## src/rtl/mem_arbiter.sv

```systemverilog
// mem_arbiter: single-port memory arbiter sharing one fixed-latency memory between instruction fetch and data access
module mem_arbiter #(
   parameter int LAT        = 2,
   parameter int STARVE_MAX = 3
) (
   input  logic        Clk,
   input  logic        Reset,
   input  logic        I_Req,
   input  logic [31:0] I_Addr,
   output logic        I_Ack,
   output logic [31:0] I_Rdata,
   input  logic        D_Req,
   input  logic        D_We,
   input  logic [31:0] D_Addr,
   input  logic [31:0] D_Wdata,
   input  logic [3:0]  D_Be,
   output logic        D_Ack,
   output logic [31:0] D_Rdata,
   output logic        M_En,
   output logic        M_We,
   output logic [31:0] M_Addr,
   output logic [31:0] M_Wdata,
   output logic [3:0]  M_Be,
   input  logic [31:0] M_Rdata,
   output logic        Busy
);
   localparam int CW = (LAT > 1) ? $clog2(LAT) : 1;
   localparam int SW = $clog2(STARVE_MAX + 1);

   typedef enum logic [1:0] {IDLE, ACCESS, WAIT, RESP} state_t;

   state_t        state, state_nx;
   logic          own_d, we_q;
   logic [31:0]   addr_q, wdata_q;
   logic [3:0]    be_q;
   logic [CW-1:0] cnt;
   logic [SW-1:0] starve;
   logic          grant_any, grant_d, grant, starved, cap;

   assign grant_any = I_Req | D_Req;
   assign starved   = I_Req & (starve == SW'(STARVE_MAX));
   assign grant_d   = D_Req & ~starved;
   assign grant     = (state == IDLE) & grant_any;
   assign cap       = (state == WAIT) & (cnt == '0);

   assign M_Addr  = addr_q;
   assign M_Wdata = wdata_q;
   assign M_Be    = be_q;

   // state register
   always_ff @(posedge Clk) begin
      if (Reset) state <= IDLE;
      else       state <= state_nx;
   end

   // next-state: one access cycle, reads wait out the memory latency, then a one-cycle ack
   always_comb begin
      state_nx = state;
      case (state)
         IDLE:    state_nx = grant_any ? ACCESS : IDLE;
         ACCESS:  state_nx = we_q ? RESP : WAIT;
         WAIT:    state_nx = (cnt == '0) ? RESP : WAIT;
         RESP:    state_nx = IDLE;
         default: state_nx = IDLE;
      endcase
   end

   // outputs decoded from the state and the latched owner
   always_comb begin
      M_En  = (state == ACCESS);
      M_We  = (state == ACCESS) & we_q;
      I_Ack = (state == RESP) & ~own_d;
      D_Ack = (state == RESP) & own_d;
      Busy  = (state != IDLE);
   end

   // latch the winning request so the requester may change or drop it afterwards
   always_ff @(posedge Clk) begin
      if (Reset) begin
         own_d   <= 1'b0;
         we_q    <= 1'b0;
         addr_q  <= '0;
         wdata_q <= '0;
         be_q    <= '0;
      end else if (grant) begin
         own_d   <= grant_d;
         we_q    <= grant_d & D_We;
         addr_q  <= grant_d ? D_Addr : I_Addr;
         wdata_q <= grant_d ? D_Wdata : wdata_q;
         be_q    <= (grant_d & D_We) ? D_Be : 4'hF;
      end
   end

   // count consecutive data grants that made a waiting fetch lose
   always_ff @(posedge Clk) begin
      if (Reset)
         starve <= '0;
      else if (grant)
         starve <= (grant_d & I_Req) ? ((starve == SW'(STARVE_MAX)) ? starve : starve + 1'b1) : '0;
   end

   // memory latency countdown for reads
   always_ff @(posedge Clk) begin
      if (Reset)
         cnt <= '0;
      else if (state == ACCESS)
         cnt <= CW'(LAT - 1);
      else if ((state == WAIT) && (cnt != '0))
         cnt <= cnt - 1'b1;
   end

   // capture read data into the owner's register; it holds until that port's next read
   always_ff @(posedge Clk) begin
      if (Reset) begin
         I_Rdata <= '0;
         D_Rdata <= '0;
      end else if (cap) begin
         if (own_d) D_Rdata <= M_Rdata;
         else       I_Rdata <= M_Rdata;
      end
   end
endmodule
```

## config.mk

```make
export PLATFORM = sky130hd
export DESIGN_NAME = mem_arbiter
export DESIGN_NICKNAME = d
export VERILOG_FILES = /design/src/rtl/mem_arbiter.sv
export SDC_FILE = /design/constraint.sdc
export NUM_CORES = 1
export LEC_CHECK = 0
export CELL_PAD_IN_SITES_DETAIL_PLACEMENT = 0
export CELL_PAD_IN_SITES_GLOBAL_PLACEMENT = 2
export CORE_MARGIN = 4
export CORE_UTILIZATION = 23
export CTS_CLUSTER_DIAMETER = 120
export CTS_CLUSTER_SIZE = 25
export DETAILED_ROUTE_END_ITERATION = 6
export GPL_TIMING_DRIVEN = 0
export PLACE_DENSITY_LB_ADDON = 0.1
export SETUP_SLACK_MARGIN = 0.05
export SLEW_MARGIN = 20
export SYNTH_ARGS = -nofsm -noshare
export SYNTH_HDL_FRONTEND = slang
export SYNTH_SLANG_ARGS = --single-unit
```

## constraint.sdc

```tcl
create_clock -name Clk -period 3.25 [get_ports Clk]
set_clock_uncertainty 0.15 [all_clocks]
set_input_delay 0.975 -clock Clk [delete_from_list [all_inputs] [get_ports Clk]]
set_output_delay 0.975 -clock Clk [all_outputs]
set_load 0.05 [all_outputs]
```

# [Word level (Yosys, flattened, before mapping)]
# Cells that the tools add are included.
# W data, S select, Z words.
[classes] addsub=2 eq_ne=5 muxes=10 bitwise_logic=13 n_reduce_logical=8
[ops] operator="$mux W32" count=1
[ops] operator="$and A1 B1 Y1" count=9
[ops] operator="$pmux W2 S4" count=1
[ops] operator="$reduce_and A2 Y1" count=4
[ops] operator="$eq A2 B2 Y1 const B" count=3
[ops] operator="$mux W1" count=5
[ops] operator="$mux W2" count=2
[ops] operator="$mux W4" count=1
[ops] operator="$reduce_bool A2 Y1" count=2
[ops] operator="$not A1 Y1" count=3
[ops] operator="$add A2 B1 Y2 const B" count=1
[ops] operator="$eq A2 B1 Y1 const B" count=1
[ops] operator="$logic_not A2 Y1" count=1
[ops] operator="$ne A2 B2 Y1 const B" count=1
[ops] operator="$logic_and A1 B1 Y1" count=1
[ops] operator="$or A1 B1 Y1" count=1
[ops] operator="$sub A1 B1 Y1 const B" count=1
[totals] ff_bits=139 input_bits=137 word_cells=48

# [Longest topological paths before layout]
[logic_depth] depth_word=7 ltp_mapped=8 depth_no_buf=5

# [Worst setup path after synthesis]
# OpenSTA, ideal clock, no wires.
[synth_timing] kind="flip-flop to output port" from="reg state[1]" to="out M_We" arrival_time_ns=1.397 required_ns=2.125 path_slack_ns=0.728 path_stages_with_launch=4 path_cell_list="dfxtp_1 inv_1 ha_1 and2_1"
[synth_via] elab_chain_len=2
[synth_lines] item="start: declaration" line="32" rtl="state_t state, state_nx;"
[synth_lines] item="start signal: assignment" line="53" rtl="else state <= state_nx;"
[synth_lines] item="$eq A2 B1 Y1"
[synth_lines] item="net M_En" line="19" rtl="output logic M_En,"
[synth_lines] item="$and A1 B1 Y1" line="71" rtl="M_We = (state == ACCESS) & we_q;"
[synth_lines] item="end: declaration" line="20" rtl="output logic M_We,"
# The timed path passes the listed nets, and every way through them passes these cells.

# [Worst setup path in the final report]
[layout_timing] from="reg state[0]" to="out I_Ack"
[layout_via] elab_chain_len=2
[layout_lines] item="$eq A2 B2 Y1" line="72" rtl="I_Ack = (state == RESP) & ~own_d;"
[layout_lines] item="$and A1 B1 Y1" line="72"
[layout_lines] item="end: declaration" line="10" rtl="output logic I_Ack,"
# No other way between the ends.

==> results.toml <==
[run_status]
status = "complete, no violations"

[timing]
slew_violations = 0
finalSetupViolations = 0
fin_tns_setup_ps = 0
setup_ws_ps = 215
max_freq_ghz = 0.329
tightest_slew_ps = 666
fin_crit_sh_pct = 93.4
hold_viol = 0
maxSlewHeadroom_pct = 55.6
post-route-min-period_ps = 3040
grt_setup_unrepaired = "no"

[hold_path]
min_path_cells = 2
hp-start = "D_Rdata[8]"
hold-path-endpoint = "D_Rdata[8]"
hold_class = "reg -> reg"

[power]
ir_drop_mv = 0.380
leakage_uw = 0.00323
power_uw = 7320
p_per_area_nw_per_um2 = 810

[routing]
wl_met1_mm = 9.07
antenna_left = 0
topRoutingLayerUsed = "met4"
drt_iter0_drc = 239
vias = 5585
drc = 0
detailroute.wirelength.met3_mm = 1.64
dr.pass1.iters = 5
routedWlPerCell_um = 16.7
routed_via_density = 4.45
routed_wl_mm = 21.0
met2_wirelength_mm = 10.0

[grt]
grt_start_max_net_pins = 17
grt_pass1_vias = 5603
track_usage_pct = 16.0
grt_remaining_overflow = 0
antenna_found_initial = 0
grt_pass1_wl_mm = 32.2

[cts]
cts_tree = "built"
clockBufferDepth = 2
cts_setup_buffers = 0
clock-sinks = 139
clk_latency_ps = 420
clk_pin_slew_ps = 60
cts_buffers = 17
cts.htree.levels = 4
cts_root_buffer = "clkbuf_16"

[synthesis]
synthAdderAreaFrac_pct = 1.41
synth_cells = 666
syn-num-nets = 809
synth_top_family_by_area = "compound AO/OA/AOI/OAI gates"
netlist-cell-type-count = 28
synth-xor-area-share_pct = 0
ys_ff_latch = 139
synthSimpleGateAreaFrac_pct = 19.9
yosysWarnings = 0
syn_avg_cell_area_um2 = 7.99
synth_compound_gate_area_share_pct = 20.9
synth_mux_area_share_pct = 0
synth_area_um2 = 5320
yosysSeqAreaShare_pct = 52.3

[critical_path]
r2r-start = "state[0]"
required_ps = 2120
startpoint_type = "flip-flop"
crit_arrival_ps = 1910
slowest_stage = "clkdlybuf4s50_1"
crit_buf_inv = 1
reg2reg_slack_ps = 1260
path_class = "reg -> out"
cp_max_fo = 3
worst-r2r-cell-count = 6
r2r_end = "I_Rdata[16]"
max_stage_delay_ps = 850
crit_family = "buffers and inverters"
path_cells = "ha_1 > nor2b_1 > clkdlybuf4s50_1"
cp-end-kind = "output pin"

[placed_design]
pre_cts_slack_ps = 69.6
port_buffers = 271
dp_hpwl_mm = 15.5
gp_congestion = 0.736
dp.cells = 1222

[layout]
final_cells = 1254
area_growth_pct = 69.9
n_antenna_cell = 0
drive_gt1_share_pct = 6.50
final_cell_mix = "clkdlybuf4s50_1 (269), nand2_1 (163), dfxtp_1 (139)"
nFillCells = 2420
final_nets = 1099
layout_commonest_cell = "clkdlybuf4s50_1"

[die]
start_util_pct = 23.4
die_w_um = 160
core-area_um2 = 22700
rows = 55
ios = 274
fp.dieH_um = 160
design.die.area_um2 = 25600

[job]
maxCapViolCount = 0
==> cell usage after synthesis <==
| cell type | instances | area share [%] |
|---|---|---|
| nand3b_1 | 1 | 0.14 |
| a21oi_1 | 132 | 12 |
| clkbuf_1 | 30 | 2.1 |
| and3b_1 | 1 | 0.16 |
| and2_1 | 2 | 0.24 |
| nor2b_1 | 3 | 0.35 |
| o21ai_0 | 32 | 3.0 |
| o21a_1 | 1 | 0.14 |
| a22oi_1 | 1 | 0.14 |
| a21boi_2 | 1 | 0.21 |
| a211oi_1 | 33 | 4.7 |
| buf_2 | 20 | 1.9 |
| nand2_1 | 163 | 12 |
| nor2_1 | 39 | 2.8 |
| nor3b_2 | 1 | 0.24 |
| dfxtp_1 | 139 | 52 |
| nand4_1 | 1 | 0.12 |
| inv_1 | 5 | 0.35 |
| nand3_1 | 33 | 3.1 |
| buf_4 | 8 | 1.1 |
| o21ai_1 | 1 | 0.094 |
| nor4_1 | 4 | 0.47 |
| buf_1 | 1 | 0.070 |
| nand4b_1 | 1 | 0.16 |
| nor3_1 | 5 | 0.47 |
| or3b_1 | 1 | 0.16 |
| ha_1 | 6 | 1.4 |
| a21bo_2 | 1 | 0.19 |
==> worst min-delay path, stage by stage, from the launching register on <==
cell and delay, ps:
dfxtp_1 310, nand2_1 50, a21oi_1 50
==> power by group <==
| group | internal (uW) | switching [uW] | total (uW) |
|---|---|---|---|
| Combinational | 994 | 1980 | 2980 |
| Clock | 1370 | 799 | 2170 |
| Sequential | 2010 | 161 | 2170 |
==> final cells by class <==
cell class / count / area (um^2) / share of cell area, %
Buffer: 59 / 278 / 3.07
Clock inverter: 13 / 214 / 2.37
Tap cell: 285 / 357 / 3.95
Clock buffer: 19 / 433 / 4.79
Timing Repair Buffer: 271 / 2710 / 30.0
Inverter: 5 / 18.8 / 0.208
Multi-Input combinational cell: 463 / 2240 / 24.8
Sequential cell: 139 / 2780 / 30.8
==> per-layer routing <==
layer,GRT usage [%],vias up
met5,0,-
met1,19.9,2557
met4,4.50,0
li1,-,2837
met3,5.94,13
met2,26.1,178
==> repair_timing <==
item | in CTS | in global routing
gates resized for setup | 4 | 2
setup endpoints to repair | 2 | 1
hold buffers | 0 | 0
==> metrics by stage <==
| stage | util (%) | hold slack, ps | cell area [um^2] |
|---|---|---|---|
| finish | 39.8 | 303 | 9040 |
| global route | 39.8 | 325 | 9040 |
| CTS | 39.8 | 306 | 9040 |
| detailed placement | 36.9 | 297 | 8390 |
| global placement | 36.9 | 293 | 8390 |
| floorplan | - | 282 | 5320 |
==> flip-flops by register name, indices dropped and copies added, names as in the netlist <==
signal,cells
cnt,1
starve,2
M_Wdata,32
D_Rdata,32
M_Addr,32
we_q,1
I_Rdata,32
own_d,1
state,2
M_Be,4
==> cells by family after synthesis <==
| family | Yosys count |
|---|---|
| AOI/OAI and AO/OA | 202 |
| adders and majority gates | 6 |
| buffers and inverters | 64 |
| DFF | 139 |
| and+or+nand+nor | 255 |
==> worst max path at each step <==
stage,slack [ps],cells after the start,endpoint,from
2_1_floorplan,730,3,M_We,state[1]
3_3_place_gp,30,5,Busy,state[0]
3_5_place_dp,70,5,Busy,state[0]
4_1_cts,60,5,Busy,state[0]
5_1_grt,110,3,M_En,state[1]
6_report,210,3,I_Ack,state[0]
(Power assumes the default switching activity.)
